==> src/rtl/usb_fifo_responder.sv <==
// Target-side responder for the 8-bit USB bridge parallel FIFO bus: synchronizes host strobes,
// buffers host->fabric bytes in an RX FIFO and fabric->host bytes in a TX FIFO.
module usb_fifo_responder #(
    parameter int DEPTH       = 16,
    parameter int SYNC_STAGES = 2
) (
    input  logic                     FPGA_SYSTEM_CLK,
    input  logic                     FPGA_SYS_RESET,
    input  logic [7:0]               usb_data_in,
    output logic [7:0]               usb_data_out,
    output logic                     usb_data_oe,
    input  logic                     usb_wrn,
    input  logic                     usb_rdn,
    input  logic                     usb_oen,
    output logic                     usb_full,
    output logic                     usb_empty,
    output logic [7:0]               rx_data,
    output logic                     rx_valid,
    input  logic                     rx_ready,
    input  logic [7:0]               tx_data,
    input  logic                     tx_valid,
    output logic                     tx_ready,
    output logic [$clog2(DEPTH):0]   rx_level,
    output logic [$clog2(DEPTH):0]   tx_level,
    input  logic                     clr_flags,
    output logic                     overflow,
    output logic                     underflow
);

    localparam int              AW       = $clog2(DEPTH);
    localparam logic [AW:0]     FULL_LVL = (AW+1)'(DEPTH);
    localparam logic [AW:0]     ONE_LVL  = (AW+1)'(1);

    logic [SYNC_STAGES-1:0] wrn_sync_q, rdn_sync_q, oen_sync_q, live_q;
    logic [7:0]             data_pipe_q [SYNC_STAGES];
    logic                   wrn_prev_q, rdn_prev_q;
    logic                   wrn_armed_q, wrn_armed_d;
    logic                   rdn_armed_q, rdn_armed_d;
    logic                   oe_q;

    logic [7:0]             rx_mem [DEPTH];
    logic [7:0]             tx_mem [DEPTH];
    logic [AW:0]            rx_wr_q, rx_wr_d, rx_rd_q, rx_rd_d;
    logic [AW:0]            tx_wr_q, tx_wr_d, tx_rd_q, tx_rd_d;
    logic [7:0]             data_out_q, data_out_d;
    logic                   ovf_q, ovf_d, udf_q, udf_d;

    logic wrn_s, rdn_s, live;
    logic wrn_fall, rdn_fall;
    logic rx_push, rx_pop, tx_push, host_pop;
    logic ovf_evt, udf_evt;

    assign wrn_s = wrn_sync_q[SYNC_STAGES-1];
    assign rdn_s = rdn_sync_q[SYNC_STAGES-1];
    assign live  = live_q[SYNC_STAGES-1];

    assign rx_level     = rx_wr_q - rx_rd_q;
    assign tx_level     = tx_wr_q - tx_rd_q;
    assign rx_valid     = (rx_level != '0);
    assign rx_data      = rx_mem[rx_rd_q[AW-1:0]];
    assign tx_ready     = (tx_level != FULL_LVL);
    assign usb_full     = (rx_level == FULL_LVL);
    assign usb_empty    = (tx_level == '0);
    assign usb_data_out = data_out_q;
    assign usb_data_oe  = oe_q;
    assign overflow     = ovf_q;
    assign underflow    = udf_q;

    // Arming only counts synced-high values that were genuinely sampled from the pin, not
    // the reset-idle contents of the chain, so a strobe held low over reset never fires.
    always_comb begin
        wrn_armed_d = wrn_armed_q | (live & wrn_s);
        rdn_armed_d = rdn_armed_q | (live & rdn_s);
        wrn_fall    = wrn_armed_q & wrn_prev_q & ~wrn_s;
        rdn_fall    = rdn_armed_q & rdn_prev_q & ~rdn_s;

        rx_pop      = rx_valid & rx_ready;
        rx_push     = wrn_fall & (~usb_full | rx_pop);
        ovf_evt     = wrn_fall & usb_full & ~rx_pop;
        host_pop    = rdn_fall & ~usb_empty;
        udf_evt     = rdn_fall & usb_empty;
        tx_push     = tx_valid & (tx_ready | host_pop);

        rx_wr_d     = rx_push  ? rx_wr_q + ONE_LVL : rx_wr_q;
        rx_rd_d     = rx_pop   ? rx_rd_q + ONE_LVL : rx_rd_q;
        tx_wr_d     = tx_push  ? tx_wr_q + ONE_LVL : tx_wr_q;
        tx_rd_d     = host_pop ? tx_rd_q + ONE_LVL : tx_rd_q;

        data_out_d  = usb_empty ? data_out_q : tx_mem[tx_rd_q[AW-1:0]];

        ovf_d       = ovf_evt | (ovf_q & ~clr_flags);
        udf_d       = udf_evt | (udf_q & ~clr_flags);
    end

    always_ff @(posedge FPGA_SYSTEM_CLK or posedge FPGA_SYS_RESET) begin
        if (FPGA_SYS_RESET) begin
            wrn_sync_q  <= '1;
            rdn_sync_q  <= '1;
            oen_sync_q  <= '1;
            live_q      <= '0;
            wrn_prev_q  <= 1'b1;
            rdn_prev_q  <= 1'b1;
            wrn_armed_q <= 1'b0;
            rdn_armed_q <= 1'b0;
            oe_q        <= 1'b0;
            rx_wr_q     <= '0;
            rx_rd_q     <= '0;
            tx_wr_q     <= '0;
            tx_rd_q     <= '0;
            data_out_q  <= 8'h00;
            ovf_q       <= 1'b0;
            udf_q       <= 1'b0;
        end else begin
            wrn_sync_q  <= {wrn_sync_q[SYNC_STAGES-2:0], usb_wrn};
            rdn_sync_q  <= {rdn_sync_q[SYNC_STAGES-2:0], usb_rdn};
            oen_sync_q  <= {oen_sync_q[SYNC_STAGES-2:0], usb_oen};
            live_q      <= {live_q[SYNC_STAGES-2:0], 1'b1};
            wrn_prev_q  <= wrn_s;
            rdn_prev_q  <= rdn_s;
            wrn_armed_q <= wrn_armed_d;
            rdn_armed_q <= rdn_armed_d;
            oe_q        <= ~oen_sync_q[SYNC_STAGES-1];
            rx_wr_q     <= rx_wr_d;
            rx_rd_q     <= rx_rd_d;
            tx_wr_q     <= tx_wr_d;
            tx_rd_q     <= tx_rd_d;
            data_out_q  <= data_out_d;
            ovf_q       <= ovf_d;
            udf_q       <= udf_d;
        end
    end

    // Data path storage carries no reset; validity is tracked by the pointers.
    always_ff @(posedge FPGA_SYSTEM_CLK) begin
        data_pipe_q[0] <= usb_data_in;
        for (int i = 1; i < SYNC_STAGES; i++) begin
            data_pipe_q[i] <= data_pipe_q[i-1];
        end
        if (rx_push) begin
            rx_mem[rx_wr_q[AW-1:0]] <= data_pipe_q[SYNC_STAGES-1];
        end
        if (tx_push) begin
            tx_mem[tx_wr_q[AW-1:0]] <= tx_data;
        end
    end

endmodule

==> config.mk <==
export PLATFORM = sky130hd
export DESIGN_NAME = usb_fifo_responder
export DESIGN_NICKNAME = d
export VERILOG_FILES = /design/src/rtl/usb_fifo_responder.sv
export SDC_FILE = /design/constraint.sdc
export NUM_CORES = 1
export LEC_CHECK = 0
export ABC_CLOCK_PERIOD_IN_PS = 4250
export CAP_MARGIN = 5
export CORE_MARGIN = 3
export CORE_UTILIZATION = 45
export DETAILED_ROUTE_END_ITERATION = 10
export PLACE_DENSITY = 0.61
export RECOVER_POWER = 50
export SLEW_MARGIN = 20
export SYNTH_ARGS = -nofsm -noshare
export SYNTH_HDL_FRONTEND = slang
export SYNTH_SLANG_ARGS = --single-unit
==> constraint.sdc <==
create_clock -name FPGA_SYSTEM_CLK -period 4.25 [get_ports FPGA_SYSTEM_CLK]
set_input_delay 0.85 -clock FPGA_SYSTEM_CLK [delete_from_list [all_inputs] [get_ports FPGA_SYSTEM_CLK]]
set_output_delay 0.85 -clock FPGA_SYSTEM_CLK [all_outputs]
set_load 0.02 [all_outputs]
==> impl_metrics.yaml <==
outcome:
  status: "finished, violations left"
  violations: "capacitance limit, slew limit"
setup_path:
  cp-start-kind: "flip-flop"
  worst_ep_required_time_ns: 3.40
  endpoint_kind: "primary output"
  slowest_stage: "clkdlybuf4s50_1"
  crit_path_max_fanout: 14
  ff2ff_path_depth: 10
  regToRegStartpoint: "tx_wr_q[0]"
  worstPathBufferInverterCount: 4
  rr_endpoint: "tx_mem[5][5]"
  rrSetupSlack_ns: 0.88
  cpLargestDelayFamily: "buffers and inverters"
  crit_chain: "inv_1, ha_1, inv_1, fa_1, nand3b_1, a211o_1, a2bb2o_4, inv_1, clkdlybuf4s50_1"
  cp_common_cell: "inv_1"
  path_class: "flip-flop to primary output"
  slowest_delay_ns: 0.61
  cp.arrival_ns: 3.26
min_path:
  whs_path_depth: 0
  holdPathEnd: "data_pipe_q[0][8]"
  worstHoldStart: "data_pipe_q[0][0]"
  hold_class: "flip-flop to flip-flop"
cts:
  path_clk_slew_ns: 0.06
  cts_num_sinks: 315
  cts_tree: "done"
  root_buffer: "clkbuf_16"
  cts_buffers: 34
  clk_latency_ns: 0.49
  clockBufferDepth: 3
  htreeDepth: 2
  post_cts_buffers: 0
flow_run:
  drv_cap: 1
yosys:
  syn_nets: 680
  avgSynthCellArea_sq_um: 19.5
  ys_ff_latch: 315
  ys_seq_area_share_pct: 73.4
  synthArstFlopShare_pct: 13.7
  yosysWarnings: 0
  syn_area_sq_um: 12400
  syn_inst: 636
  synth_edf_count: 256
  synth_top_cell_by_area: "edfxtp_1"
  synth_top_area_share_pct: 62.1
  synth.area.top_cells: "edfxtp_1, mux4_2, dfrtp_1"
  ys_types: 53
  synth-main-ff-cell: "edfxtp_1"
route:
  routed-wl-met3_um: 1150
  wirelength_um: 24100
  met2_wirelength_um: 12700
  routed.top_layer: "met4"
  routedWlPerCell_um: 22.1
  drcViolationCount: 0
  drt-met1-wl_um: 9850
  viasPerCell: 5.48
  via_count: 5967
  drtAntennaViolNets: 0
  first_iter_violations: 401
  dr.pass1.iters: 4
timing:
  rsz0062_at_grt: "false"
  max_freq_ghz: 0.243
  hold_viol: 0
  worst_slew_pin_slew_ns: 1.72
  fin_crit_ns: 4.11
  finalSetupViolations: 0
  drv_slew: 44
  min_period_over_period_pct: 96.7
  relSlewSlack_pct: -14.6
  fin_worst_skew_ns: 0.00990
  tns_ns: 0
placed_design:
  gp_congestion: 0.837
  dp_hpwl_um: 16000
  portBuffers: 56
floorplan:
  rows: 60
  start_util_pct: 45.8
  die_area_sq_um: 29500
  die_w_um: 172
  ioPinCount: 57
  die_y_um: 172
  coreArea_sq_um: 27000
global_route:
  grt_pass1_wl_um: 37800
  grt_pass1_vias: 6388
  grtUsageTotal_pct: 16.9
  gr-total-overflow: 0
  antenna_found_initial: 0
  grt_max_degree: 44
final_layout:
  areaGrowthSynthToFinish_pct: 16.9
  finalNetCount: 765
  n_antenna_cell: 0
  drive_above_1_share_pct: 22.9
power_and_ir_drop:
  total_power_mw: 10.7
  power.leakage_nw: 4.91
  ir_drop_mv: 0.411
  power.density_nw_per_um2: 737
-- metrics by stage --
stage                     setup slack [ns]  hold WS, ns  instances  util (%)  instance area (sq um)
after floorplan                      0.566        0.310        636         -                  12400
after global placement               0.803        0.316       1026      49.5                  13400
after detailed placement             0.691        0.312       1026      49.6                  13400
after CTS                            0.159        0.327       1088      53.6                  14500
after global routing                0.0348        0.328       1088      53.6                  14500
final                                0.141        0.325       1088      53.6                  14500
-- placed cells by master, fill, tap and decap left out, types with 9 or more instances in the layout --
cell type / count
buf_4: 19
clkbuf_1: 11
clkbuf_16: 37
clkdlybuf4s50_1: 35
dfrtp_1: 33
dfxtp_1: 16
dlygate4sd3_1: 20
edfxtp_1: 256
ha_1: 18
inv_1: 21
mux2_2: 9
mux4_2: 72
nand2_1: 24
nand3_1: 12
nor2_1: 31
nor3_1: 9
o22ai_1: 16
xnor2_1: 16
-- worst max-delay path by stage --
stage	start	end	slack [ns]	depth (start not counted)
3_5_place_dp	tx_wr_q[0]	usb_empty	0.69	9
4_1_cts	tx_wr_q[0]	tx_ready	0.16	8
3_3_place_gp	tx_wr_q[0]	usb_empty	0.80	9
2_1_floorplan	tx_rd_q[1]	tx_mem[2][0]	0.57	9
5_1_grt	tx_wr_q[0]	usb_empty	0.03	9
6_report	tx_wr_q[0]	usb_empty	0.14	9
-- report_power, final --
| part | leakage, nW | internal [mW] | switching, mW |
|---|---|---|---|
| clock | 0.527 | 1.68 | 1.12 |
| sequential | 2.94 | 3.71 | 0.235 |
| combinational | 1.44 | 1.83 | 2.09 |
| total | 4.91 | 7.23 | 3.45 |
-- kinds of logic (layout without fill, tap and decap cells) --
group | Yosys count | after routing | synth area share (%)
buffers and inverters | 49 | 160 | 1.88
adders and majority gates | 20 | 20 | 2.14
and+or+nand+nor | 106 | 106 | 4.16
AOI/OAI and AO/OA | 39 | 39 | 2.60
xor gates and xnor gates | 22 | 22 | 1.56
muxes | 84 | 84 | 14.2
DFF | 315 | 315 | 73.4
other | 1 | 1 | 0.0303
-- registers in the layout, summed over array words and instances, names as in the netlist, 5 cells and up --
signal,count
rx_wr_q,5
data_pipe_q,16
usb_data_out,8
tx_wr_q,5
tx_mem,128
tx_rd_q,5
rx_rd_q,5
rx_mem,128
-- area by class of cell --
class                           count  area [sq um]
Fill cell                        2134         12500
Tap cell                          341           427
Timing Repair Buffer               76           726
Clock inverter                     12          82.6
Sequential cell                   315          9100
Multi-Input combinational cell    272          3070
Clock buffer                       50           995
Inverter                           22          82.6
-- per-layer routing --
metal	vias to the layer above	GRT usage [%]
li1	2693	-
met1	3117	22.1
met2	122	29.7
met3	35	2.99
met4	0	4.13
met5	-	0
-- Yosys cell counts (2+ instances only) --
master / instances
a21o_1: 2
o22ai_1: 16
a21oi_1: 6
clkbuf_1: 11
fa_1: 2
buf_2: 3
xnor2_1: 16
nor3_1: 11
o31ai_1: 2
dfstp_2: 8
dfxtp_1: 16
nor3b_1: 2
ha_1: 18
nand3_1: 12
buf_6: 2
and3_1: 6
nor2_1: 31
mux2_1: 2
buf_4: 8
nand2_1: 24
mux4_2: 72
nor4_1: 3
nand2b_1: 3
edfxtp_1: 256
dfrtp_1: 35
inv_1: 21
xor2_1: 6
nor2b_1: 4
nand3b_1: 4
buf_1: 3
mux2_2: 9
-- worst register-to-register path: cells and delay by family (launching register included) --
kind,cells,cell delay [ns]
AO/OA/AOI/OAI,1,0.46
AND/OR/NAND/NOR,4,1.14
buffers and inverters,3,0.42
flip-flops,1,0.43
adder cells (fa/ha/maj),2,0.67
-- repair_timing --
action                     in CTS  in global routing
hold buffers                    0                  0
gates resized for setup         0                  2
setup endpoints to repair       0                  2
Power figures use the tool's default switching activity.
